`src/rtl/pcs_pkg.sv`:
```
// Shared 64b/66b PCS definitions: block layout, sync headers, block types,
// scrambler taps and the receive lock state encoding.
package pcs_pkg;

    localparam int unsigned SH_W      = 2;
    localparam int unsigned PAYLOAD_W = 64;
    localparam int unsigned BLOCK_W   = SH_W + PAYLOAD_W;

    localparam logic [SH_W-1:0] SYNC_DATA = 2'b10;
    localparam logic [SH_W-1:0] SYNC_CTL  = 2'b01;

    // Scrambler polynomial 1 + x^39 + x^58
    localparam int unsigned SCR_TAP_A = 39;
    localparam int unsigned SCR_TAP_B = 58;

    typedef enum logic [7:0] {
        BT_IDLE   = 8'h1e,
        BT_OS_D4  = 8'h2d,
        BT_S4     = 8'h33,
        BT_OS_S4  = 8'h66,
        BT_S4_OS  = 8'h55,
        BT_S0     = 8'h78,
        BT_OS_D0  = 8'h4b,
        BT_T0     = 8'h87,
        BT_T1     = 8'h99,
        BT_T2     = 8'haa,
        BT_T3     = 8'hb4,
        BT_T4     = 8'hcc,
        BT_T5     = 8'hd2,
        BT_T6     = 8'he1,
        BT_T7     = 8'hff
    } block_type_t;

    typedef struct packed {
        logic [SH_W-1:0]      sh;
        logic [PAYLOAD_W-1:0] payload;
    } block_t;

    typedef enum logic [1:0] {
        ST_LOCK_INIT = 2'd0,
        ST_TEST_SH   = 2'd1,
        ST_SLIP_WAIT = 2'd2
    } lock_state_t;

    function automatic logic sh_is_valid(input logic [SH_W-1:0] sh);
        return (sh == SYNC_DATA) || (sh == SYNC_CTL);
    endfunction

endpackage

```
`src/rtl/descrambler_64.sv`:
```
// 64-bit parallel self-synchronous descrambler for 1 + x^39 + x^58.
// State keeps the most recent 58 scrambled bits; output is combinational.
module descrambler_64
    import pcs_pkg::*;
(
    input  logic                 clk,
    input  logic                 reset,
    input  logic                 en,
    input  logic [PAYLOAD_W-1:0] din,
    output logic [PAYLOAD_W-1:0] dout_c
);

    localparam int unsigned ST_W   = SCR_TAP_B;
    localparam int unsigned HIST_W = PAYLOAD_W + SCR_TAP_B - SCR_TAP_A;
    localparam int unsigned NEW_W  = HIST_W - ST_W;

    logic [ST_W-1:0]   state;
    logic [HIST_W-1:0] hist;

    // hist[k] is stream bit (n - 58 + k) relative to payload bit 0 at n
    assign hist = {din[NEW_W-1:0], state};

    always_comb begin
        dout_c = '0;
        for (int i = 0; i < int'(PAYLOAD_W); i++) begin
            dout_c[i] = din[i]
                      ^ hist[i + int'(ST_W) - int'(SCR_TAP_A)]
                      ^ hist[i + int'(ST_W) - int'(SCR_TAP_B)];
        end
    end

    always_ff @(posedge clk) begin
        if (reset) begin
            state <= '0;
        end else if (en) begin
            state <= din[PAYLOAD_W-1 -: ST_W];
        end
    end

endmodule

```
`src/rtl/rx_block_lock.sv`:
```
// 64b/66b receive block synchroniser: hunts sync-header alignment via gearbox
// slips, tracks block lock, and forwards descrambled blocks while locked.
module rx_block_lock
    import pcs_pkg::*;
#(
    parameter int unsigned SH_CNT_MAX     = 64,
    parameter int unsigned SH_INVALID_MAX = 16,
    parameter int unsigned SLIP_WAIT      = 2
) (
    input  logic               i_rxc,
    input  logic               i_reset,
    input  logic [BLOCK_W-1:0] i_rxd,
    input  logic               i_rx_valid,
    output logic               o_slip,
    output logic               o_block_lock,
    output logic [BLOCK_W-1:0] o_rxd,
    output logic               o_rx_valid
);

    localparam int unsigned CNT_W  = 7;
    localparam int unsigned INV_W  = 5;
    localparam int unsigned WAIT_W = (SLIP_WAIT > 1) ? $clog2(SLIP_WAIT) : 1;

    lock_state_t          state;
    logic [CNT_W-1:0]     sh_cnt;
    logic [INV_W-1:0]     sh_invalid_cnt;
    logic [WAIT_W-1:0]    wait_cnt;

    block_t               blk;
    logic [PAYLOAD_W-1:0] descr_c;
    logic                 hdr_ok_c;
    logic [CNT_W-1:0]     cnt_inc_c;
    logic [INV_W-1:0]     inv_inc_c;
    logic                 test_blk_c;
    logic                 slip_c;
    logic                 window_end_c;
    logic                 lock_next_c;

    assign blk = block_t'(i_rxd);

    descrambler_64 u_descrambler (
        .clk    (i_rxc),
        .reset  (i_reset),
        .en     (i_rx_valid),
        .din    (blk.payload),
        .dout_c (descr_c)
    );

    // Per-block header test decode; the slip outranks a coincident window end
    always_comb begin
        hdr_ok_c     = sh_is_valid(blk.sh);
        cnt_inc_c    = sh_cnt + CNT_W'(1);
        inv_inc_c    = sh_invalid_cnt + INV_W'(!hdr_ok_c);
        test_blk_c   = (state == ST_TEST_SH) && i_rx_valid;
        slip_c       = test_blk_c && !hdr_ok_c &&
                       (!o_block_lock || (inv_inc_c == INV_W'(SH_INVALID_MAX)));
        window_end_c = test_blk_c && !slip_c && (cnt_inc_c == CNT_W'(SH_CNT_MAX));
        lock_next_c  = o_block_lock;
        if (state == ST_LOCK_INIT || slip_c) begin
            lock_next_c = 1'b0;
        end else if (window_end_c && (inv_inc_c == '0)) begin
            lock_next_c = 1'b1;
        end
    end

    always_ff @(posedge i_rxc) begin
        if (i_reset) begin
            state          <= ST_LOCK_INIT;
            sh_cnt         <= '0;
            sh_invalid_cnt <= '0;
            wait_cnt       <= '0;
            o_slip         <= 1'b0;
            o_block_lock   <= 1'b0;
            o_rxd          <= '0;
            o_rx_valid     <= 1'b0;
        end else begin
            o_slip       <= slip_c;
            o_block_lock <= lock_next_c;
            o_rx_valid   <= i_rx_valid && lock_next_c;
            if (i_rx_valid && lock_next_c) begin
                o_rxd <= {blk.sh, descr_c};
            end

            case (state)
                ST_LOCK_INIT: begin
                    sh_cnt         <= '0;
                    sh_invalid_cnt <= '0;
                    wait_cnt       <= '0;
                    state          <= ST_TEST_SH;
                end
                ST_TEST_SH: begin
                    if (i_rx_valid) begin
                        if (slip_c) begin
                            sh_cnt         <= '0;
                            sh_invalid_cnt <= '0;
                            wait_cnt       <= '0;
                            state          <= ST_SLIP_WAIT;
                        end else if (window_end_c) begin
                            sh_cnt         <= '0;
                            sh_invalid_cnt <= '0;
                        end else begin
                            sh_cnt         <= cnt_inc_c;
                            sh_invalid_cnt <= inv_inc_c;
                        end
                    end
                end
                ST_SLIP_WAIT: begin
                    // Blocks here are discarded while the gearbox realigns
                    if (i_rx_valid) begin
                        if (wait_cnt == WAIT_W'(SLIP_WAIT - 1)) begin
                            wait_cnt       <= '0;
                            sh_cnt         <= '0;
                            sh_invalid_cnt <= '0;
                            state          <= ST_TEST_SH;
                        end else begin
                            wait_cnt <= wait_cnt + WAIT_W'(1);
                        end
                    end
                end
                default: begin
                    state <= ST_LOCK_INIT;
                end
            endcase
        end
    end

endmodule

```
`config.mk`:
```
export PLATFORM = sky130hd
export DESIGN_NAME = rx_block_lock
export DESIGN_NICKNAME = d
export VERILOG_FILES = /design/src/rtl/pcs_pkg.sv /design/src/rtl/descrambler_64.sv /design/src/rtl/rx_block_lock.sv
export SDC_FILE = /design/constraint.sdc
export NUM_CORES = 1
export LEC_CHECK = 0
export CAP_MARGIN = 20
export CORE_AREA = 3 3 136 138
export DETAILED_ROUTE_END_ITERATION = 7
export DIE_AREA = 0 0 139 141
export HOLD_SLACK_MARGIN = 0.06
export SYNTH_ARGS = -nofsm -noshare
export SYNTH_HDL_FRONTEND = slang
export SYNTH_SLANG_ARGS = --single-unit
```
`constraint.sdc`:
```
create_clock -name i_rxc -period 5.25 [get_ports i_rxc]
set_input_delay 1.3125 -clock i_rxc [delete_from_list [all_inputs] [get_ports i_rxc]]
set_output_delay 1.3125 -clock i_rxc [all_outputs]
set_load 0.02 [all_outputs]
```
Word level (Yosys, flattened, before mapping). Cells that the tools add are included.

Register bits after elaboration: 142. Input port bits: 69. Output and inout port bits: 69. Logic and storage cells: 193.

$add $sub $neg: 3. Eq/ne operators: 10. Multiplexer cells: 24. Bitwise logic cells: 128. Reduce and logical (&&, ||, !) cells: 19.

Operators with widths (number): bitwise XOR 1 bit (128); two-way mux 7 bit (5); two-way mux 5 bit (5); case mux 7 bit (3 select lines) (1); case mux 5 bit (3 select lines) (1); AND reduction 4 bit (3); two-way mux 2 bit (4); != test 2 bit, second input constant (4); adder 7 x 1 -> 7 bit, second input constant (1); == test 7 bit, second input constant (1); logical AND 1 bit (7); two-way mux 1 bit (6); case mux 2 bit (3 select lines) (1); adder 5 x 1 -> 5 bit (1); == test 5 bit, second input constant (1); zero test 5 bit (1); == test 2 x 1 -> 1 bit, second input constant (2); == test 2 bit, second input constant (2); zero test 1 bit (3); logical OR 1 bit (3); case mux 1 bit (3 select lines) (1); nonzero test 3 bit (1); zero test 2 bit (1); adder 1 bit, second input constant (1).

Logic depth before layout (Yosys ltp).
Depth in word-level cells: 14. Depth in mapped cells: 12. Mapped depth without buffers: 9.

Cells and area by module. A second synthesis with hierarchy kept.

Cell total of the unflattened synthesis: 729. Area, all modules: 7159.4 sq um.

By module, submodules not included: rx_block_lock (instances 1, cells an instance 414, area an instance 3970.1 sq um, seq. area each 1681.6 sq um); descrambler_64 (instances 1, cells an instance 315, area an instance 3189.3 sq um, seq. area each 1161.1 sq um).

Least setup slack after synthesis. Ideal clock, no wire load.

Path kind: input-to-reg. Start point: in i_rxd[65]. End point: reg o_rxd[26]. Library setup time: 0.132 ns. Data arrival time: 3.381 ns. Required time: 5.118 ns. Setup slack: 1.736 ns. Cell stages on the path: 11. Buffers on the path: 2. Path through: xnor2_1 > ha_1 > ha_1 > nand3_1 > xnor2_1 > or4b_1 > nand4b_1 > buf_2 > buf_1 > nand3_1 > a21oi_1.

Cells in the longest elaborated chain, start to end: 14. Elaborated cells between the ends (all ways): 18. Those cells by class: add/sub (1); eq/ne (3); mux (2); reduce/logical (12).

RTL lines: start: declaration (line rx_block_lock.sv:12) `input logic [BLOCK_W-1:0] i_rxd,`; == test 2 bit or == test 2 x 1 -> 1 bit (tied branches) (line pcs_pkg.sv:46) `return (sh == SYNC_DATA) || (sh == SYNC_CTL);`; logical OR 1 bit * (line pcs_pkg.sv:46); zero test 1 bit * (line rx_block_lock.sv:53, rx_block_lock.sv:55); adder 5 x 1 -> 5 bit (line rx_block_lock.sv:53) `inv_inc_c = sh_invalid_cnt + INV_W'(!hdr_ok_c);`; == test 5 bit (line rx_block_lock.sv:56) `(!o_block_lock || (inv_inc_c == INV_W'(SH_INVALID_MAX)));`; logical OR 1 bit (line rx_block_lock.sv:56); logical AND 1 bit (line rx_block_lock.sv:55) `slip_c = test_blk_c && !hdr_ok_c &&`; zero test 1 bit (line rx_block_lock.sv:57) `window_end_c = test_blk_c && !slip_c && (cnt_inc_c == CNT_W'(SH_CNT_MAX));`; logical AND 1 bit (2 in a row) (line rx_block_lock.sv:57); logical AND 1 bit (line rx_block_lock.sv:61) `end else if (window_end_c && (inv_inc_c == '0)) begin`; two-way mux 1 bit (line rx_block_lock.sv:61); two-way mux 1 bit * (line rx_block_lock.sv:59) `if (state == ST_LOCK_INIT || slip_c) begin`; logical AND 1 bit * (line rx_block_lock.sv:80) `if (i_rx_valid && lock_next_c) begin`; end signal: assignment (line rx_block_lock.sv:81) `o_rxd <= {blk.sh, descr_c};`; end: declaration (line rx_block_lock.sv:16) `output logic [BLOCK_W-1:0] o_rxd,`.

Mark *: on every way between the ends. The rest lies on a longest branch, timed or not. A chain may end at the register's enable or synchronous reset.

Worst setup path in the final report.
Start point: in i_rxd[65]. End point: reg o_rxd[16].

Same word-level chain as after synthesis.

==> impl_metrics.csv <==
group,metric,value,unit
route,met1_length,9880,um
floorplan,io_pins,138,
route,ant_nets,0,
layout,nNetsFinal,933,
global_routing,grt_pass1_wl,32700,um
power_and_ir_drop,pwr-share-seq,0.421,
worst_setup_path,path_class,"in2reg",
floorplan,start_util,0.399,
synth,ys_warn_count,0,
power_and_ir_drop,clockPowerShare,0.453,
worst_setup_path,worst_path_largest_cell_delay,0.58,ns
route,drt_iter0_drc,507,
floorplan,rows,48,
sta,slew_headroom,0.265,
worst_setup_path,cp_max_fo,22,
power_and_ir_drop,p_comb_frac,0.127,
synth,seq_area_frac_synth,0.412,
placed_design,dpl_cell_area,0.00837,mm2
sta,rsz0062_at_grt,"no",
layout,antenna_cells,0,
worst_setup_path,r2r-start,"sh_cnt[0]",
placed_design,hpwl,15300,um
clock_tree,clock_sinks,142,
route,highest_layer,"met4",
outcome,status,"complete, no violations",
synth,syn_nets,825,
floorplan,dieWidth,139,um
clock_tree,h-tree-depth,4,
sta,fmaxAchievable,237,MHz
power_and_ir_drop,ir_drop,216,uV
synth,yosysUniqueCellTypes,45,
route,vias_per_cell,5.45,
worst_setup_path,path_buf_inv,2,
worst_setup_path,cp.depth,11,
route,drt-total-wl,20800,um
placed_design,pre_cts_slack,0.657,ns
route,wl_met3,1020,um
clock_tree,post_cts_buffers,0,
power_and_ir_drop,switchingPower,0.670,mW
sta,worst_pin_slew,1.10,ns
synth,postSynthAreaPerCell,9.19,um2
clock_tree,cts_resized,0,
synth,synth_cells,752,
route,dr_wl_met2,9360,um
synth,ys_ff_latch,142,
worst_setup_path,crit_chain,"clkdlybuf4s50_1 -> xnor2_1 -> ha_1 -> ha_1 -> nand3_1 -> xnor2_1 -> or4b_1 -> and3b_2 -> buf_4 -> o211ai_1 -> a21oi_1",
power_and_ir_drop,switching_share,0.247,
sta,finalSetupTns,0,ns
sta,holdWs,0.461,ns
route,routedWlPerCell,18.9,um
floorplan,die_h,141,um
worst_setup_path,r2r-end,"o_rxd[16]",
sta,drv_slew,0,
placed_design,dp_cells,1066,
floorplan,dieArea,0.0196,mm2
clock_tree,numCtsBuffers,17,
global_routing,grt_use_total,0.210,
sta,fin_crit,4.22,ns
layout,drive_gt1_frac,0.0619,
clock_tree,insertion_delay,0.42,ns
route,vias,5984,
clock_tree,cts-root-buf,"clkbuf_16",
power_and_ir_drop,p_int,2.04,mW
global_routing,grt_pass1_vias,5919,
synth,syn-cell-area,0.00691,mm2
clock_tree,cts_buffer_depth,2,
power_and_ir_drop,leakage,3.03,nW
sta,finalClockSkew,0.00745,ns
clock_tree,clk_pin_slew,0.06,ns
sta,setup_violations,0,
worst_setup_path,worstSetupStartpointType,"primary input",
global_routing,antenna_found_initial,0,
global_routing,grt_max_degree,98,
worst_setup_path,reg2reg_slack,2.36,ns
route,dr.pass1.iters,5,
placed_design,routabilityCongestion,0.832,
floorplan,design.core.area,0.0173,mm2
worst_setup_path,ff2ff_path_depth,8,
route,drc,0,
min_path,hp-class,"reg2reg",
sta,finalHoldViolations,0,
sta,fin_ws,1.03,ns
worst_setup_path,arrival,4.55,ns
worst_setup_path,crit_family,"simple AND/OR/NAND/NOR gates",
layout,final_cell_area,0.00897,mm2
worst_setup_path,slowest_stage,"and3b_2",
clock_tree,ctsHoldBuffers,0,
power_and_ir_drop,pwr_density_cell,302,mW/mm2
worst_setup_path,crit_path_start,"i_rxd[65]",
sta,post-route-period-util,0.803,
clock_tree,cts_tree,"yes",
layout,layoutNonFillerInstCount,1098,
run,maxCapViolations,0,
global_routing,gr-total-overflow,0,
worst_setup_path,end_kind,"register",
worst_setup_path,cp.required,5.59,ns
layout,area_growth,29.8,%
worst_setup_path,cp-endpoint,"o_rxd[16]",
placed_design,portBuffers,137,
## cell families (layout without fill, tap and decap cells)
family	Yosys count	in the layout	share of synthesized area
AND/OR/NAND/NOR	181	181	0.126
flip-flops	142	142	0.412
AO/OA/AOI/OAI	165	165	0.156
buffers and inverters	71	192	0.0496
XOR/XNOR	131	131	0.166
adder cells (fa/ha/maj)	4	4	0.00725
multiplexers	58	58	0.0840
## per-layer routing
metal	GRT usage	up-vias
li1	-	2864
met1	0.295	2889
met2	0.322	201
met3	0.0397	30
met4	0.0762	0
met5	0	-
## how the worst min path moves through the flow
stage	to	cells after the start	slack, ns	from
2_1_floorplan	sh_invalid_cnt[0]	2	0.46	sh_invalid_cnt[0]
3_3_place_gp	o_rxd[51]	2	0.46	o_rxd[51]
3_5_place_dp	o_rxd[8]	2	0.46	o_rxd[8]
4_1_cts	o_rxd[8]	2	0.46	o_rxd[8]
5_1_grt	o_rxd[47]	2	0.49	o_rxd[47]
6_report	o_rxd[8]	2	0.46	o_rxd[8]
## registers in the layout (all words and copies together), names as in the netlist
register,flops
o_block_lock,1
state,2
u_descrambler.state,58
o_rxd,66
o_slip,1
wait_cnt,1
sh_cnt,7
o_rx_valid,1
sh_invalid_cnt,5
## through the flow
step	utilization	total power, mW
floorplan	-	1.37
global placement	0.484	1.50
detailed placement	0.484	1.50
CTS	0.518	2.73
global route	0.518	2.81
finish	0.518	2.71
## cell type report
type | count | area [um2]
Clock buffer | 20 | 457
Clock inverter | 12 | 143
Multi-Input combinational cell | 539 | 3720
Tap cell | 225 | 282
Inverter | 9 | 33.8
Fill cell | 1621 | 8330
Timing Repair Buffer | 151 | 1480
Sequential cell | 142 | 2840
## power by group through the flow
stage | logic, mW | clock network [mW] | registers [mW]
floorplan | 0.213 | 0 | 1.16
global placement | 0.338 | 0 | 1.16
CTS | 0.342 | 1.24 | 1.14
global route | 0.368 | 1.30 | 1.14
finish | 0.343 | 1.23 | 1.14
detailed placement | 0.341 | 0 | 1.16
## synthesized netlist by cell type (all sizes together)
cell / n / area, um2
ha: 4 / 50.1
inv: 9 / 33.8
o211a: 1 / 10.0
nand2: 15 / 56.3
a32oi: 2 / 17.5
o32ai: 4 / 35.0
a31oi: 4 / 25.0
a21bo: 1 / 10.0
dfxtp: 142 / 2840
nand3b: 1 / 7.51
a2111oi: 1 / 27.5
and3: 2 / 12.5
mux2i: 58 / 581
nor2b: 3 / 18.8
a211oi: 2 / 15.0
clkbuf: 36 / 135
and4: 3 / 28.8
or4: 1 / 11.3
or4b: 2 / 20.0
nand3: 74 / 370
and2: 2 / 12.5
o221ai: 1 / 8.76
o22ai: 3 / 18.8
nor3b: 1 / 7.51
nor2: 67 / 251
nand4: 1 / 6.26
o21ai: 4 / 20.0
o31ai: 1 / 7.51
or2: 1 / 6.26
a41oi: 1 / 8.76
a22oi: 1 / 7.51
o211ai: 68 / 510
nand2b: 4 / 25.0
nand4b: 2 / 17.5
xnor2: 131 / 1150
a21oi: 71 / 355
buf: 26 / 174
nor4: 1 / 6.26
and3b: 1 / 8.76
## layout by cell type (no fill, tap or decap), types with 2 or more instances in the layout
cell             count
o211ai_1            68
clkdlybuf4s50_1    135
clkbuf_8             2
ha_1                 4
clkinvlp_4           3
and4_1               2
o22ai_1              3
clkbuf_16           17
nor2_1              67
a32oi_1              2
mux2i_1             58
dfxtp_1            142
clkinv_2             6
nand2b_1             4
a21oi_1             71
nand4b_1             2
xnor2_1            131
o32ai_1              4
a211oi_1             2
bufinv_16            3
nor2b_1              3
a31oi_1              4
inv_1                9
nand2_1             15
buf_4               15
o21ai_0              4
or4b_1               2
and2_1               2
nand3_1             74
## worst register-to-register path: stages, from the launching register on
cell and delay [ns]:
dfxtp_1 0.45, ha_1 0.34, and3_1 0.25, a41oi_1 0.18, a2111oi_4 0.42, and3b_2 0.58, buf_4 0.23, o211ai_1 0.14
a21oi_1 0.22
(Power assumes the default switching activity.)
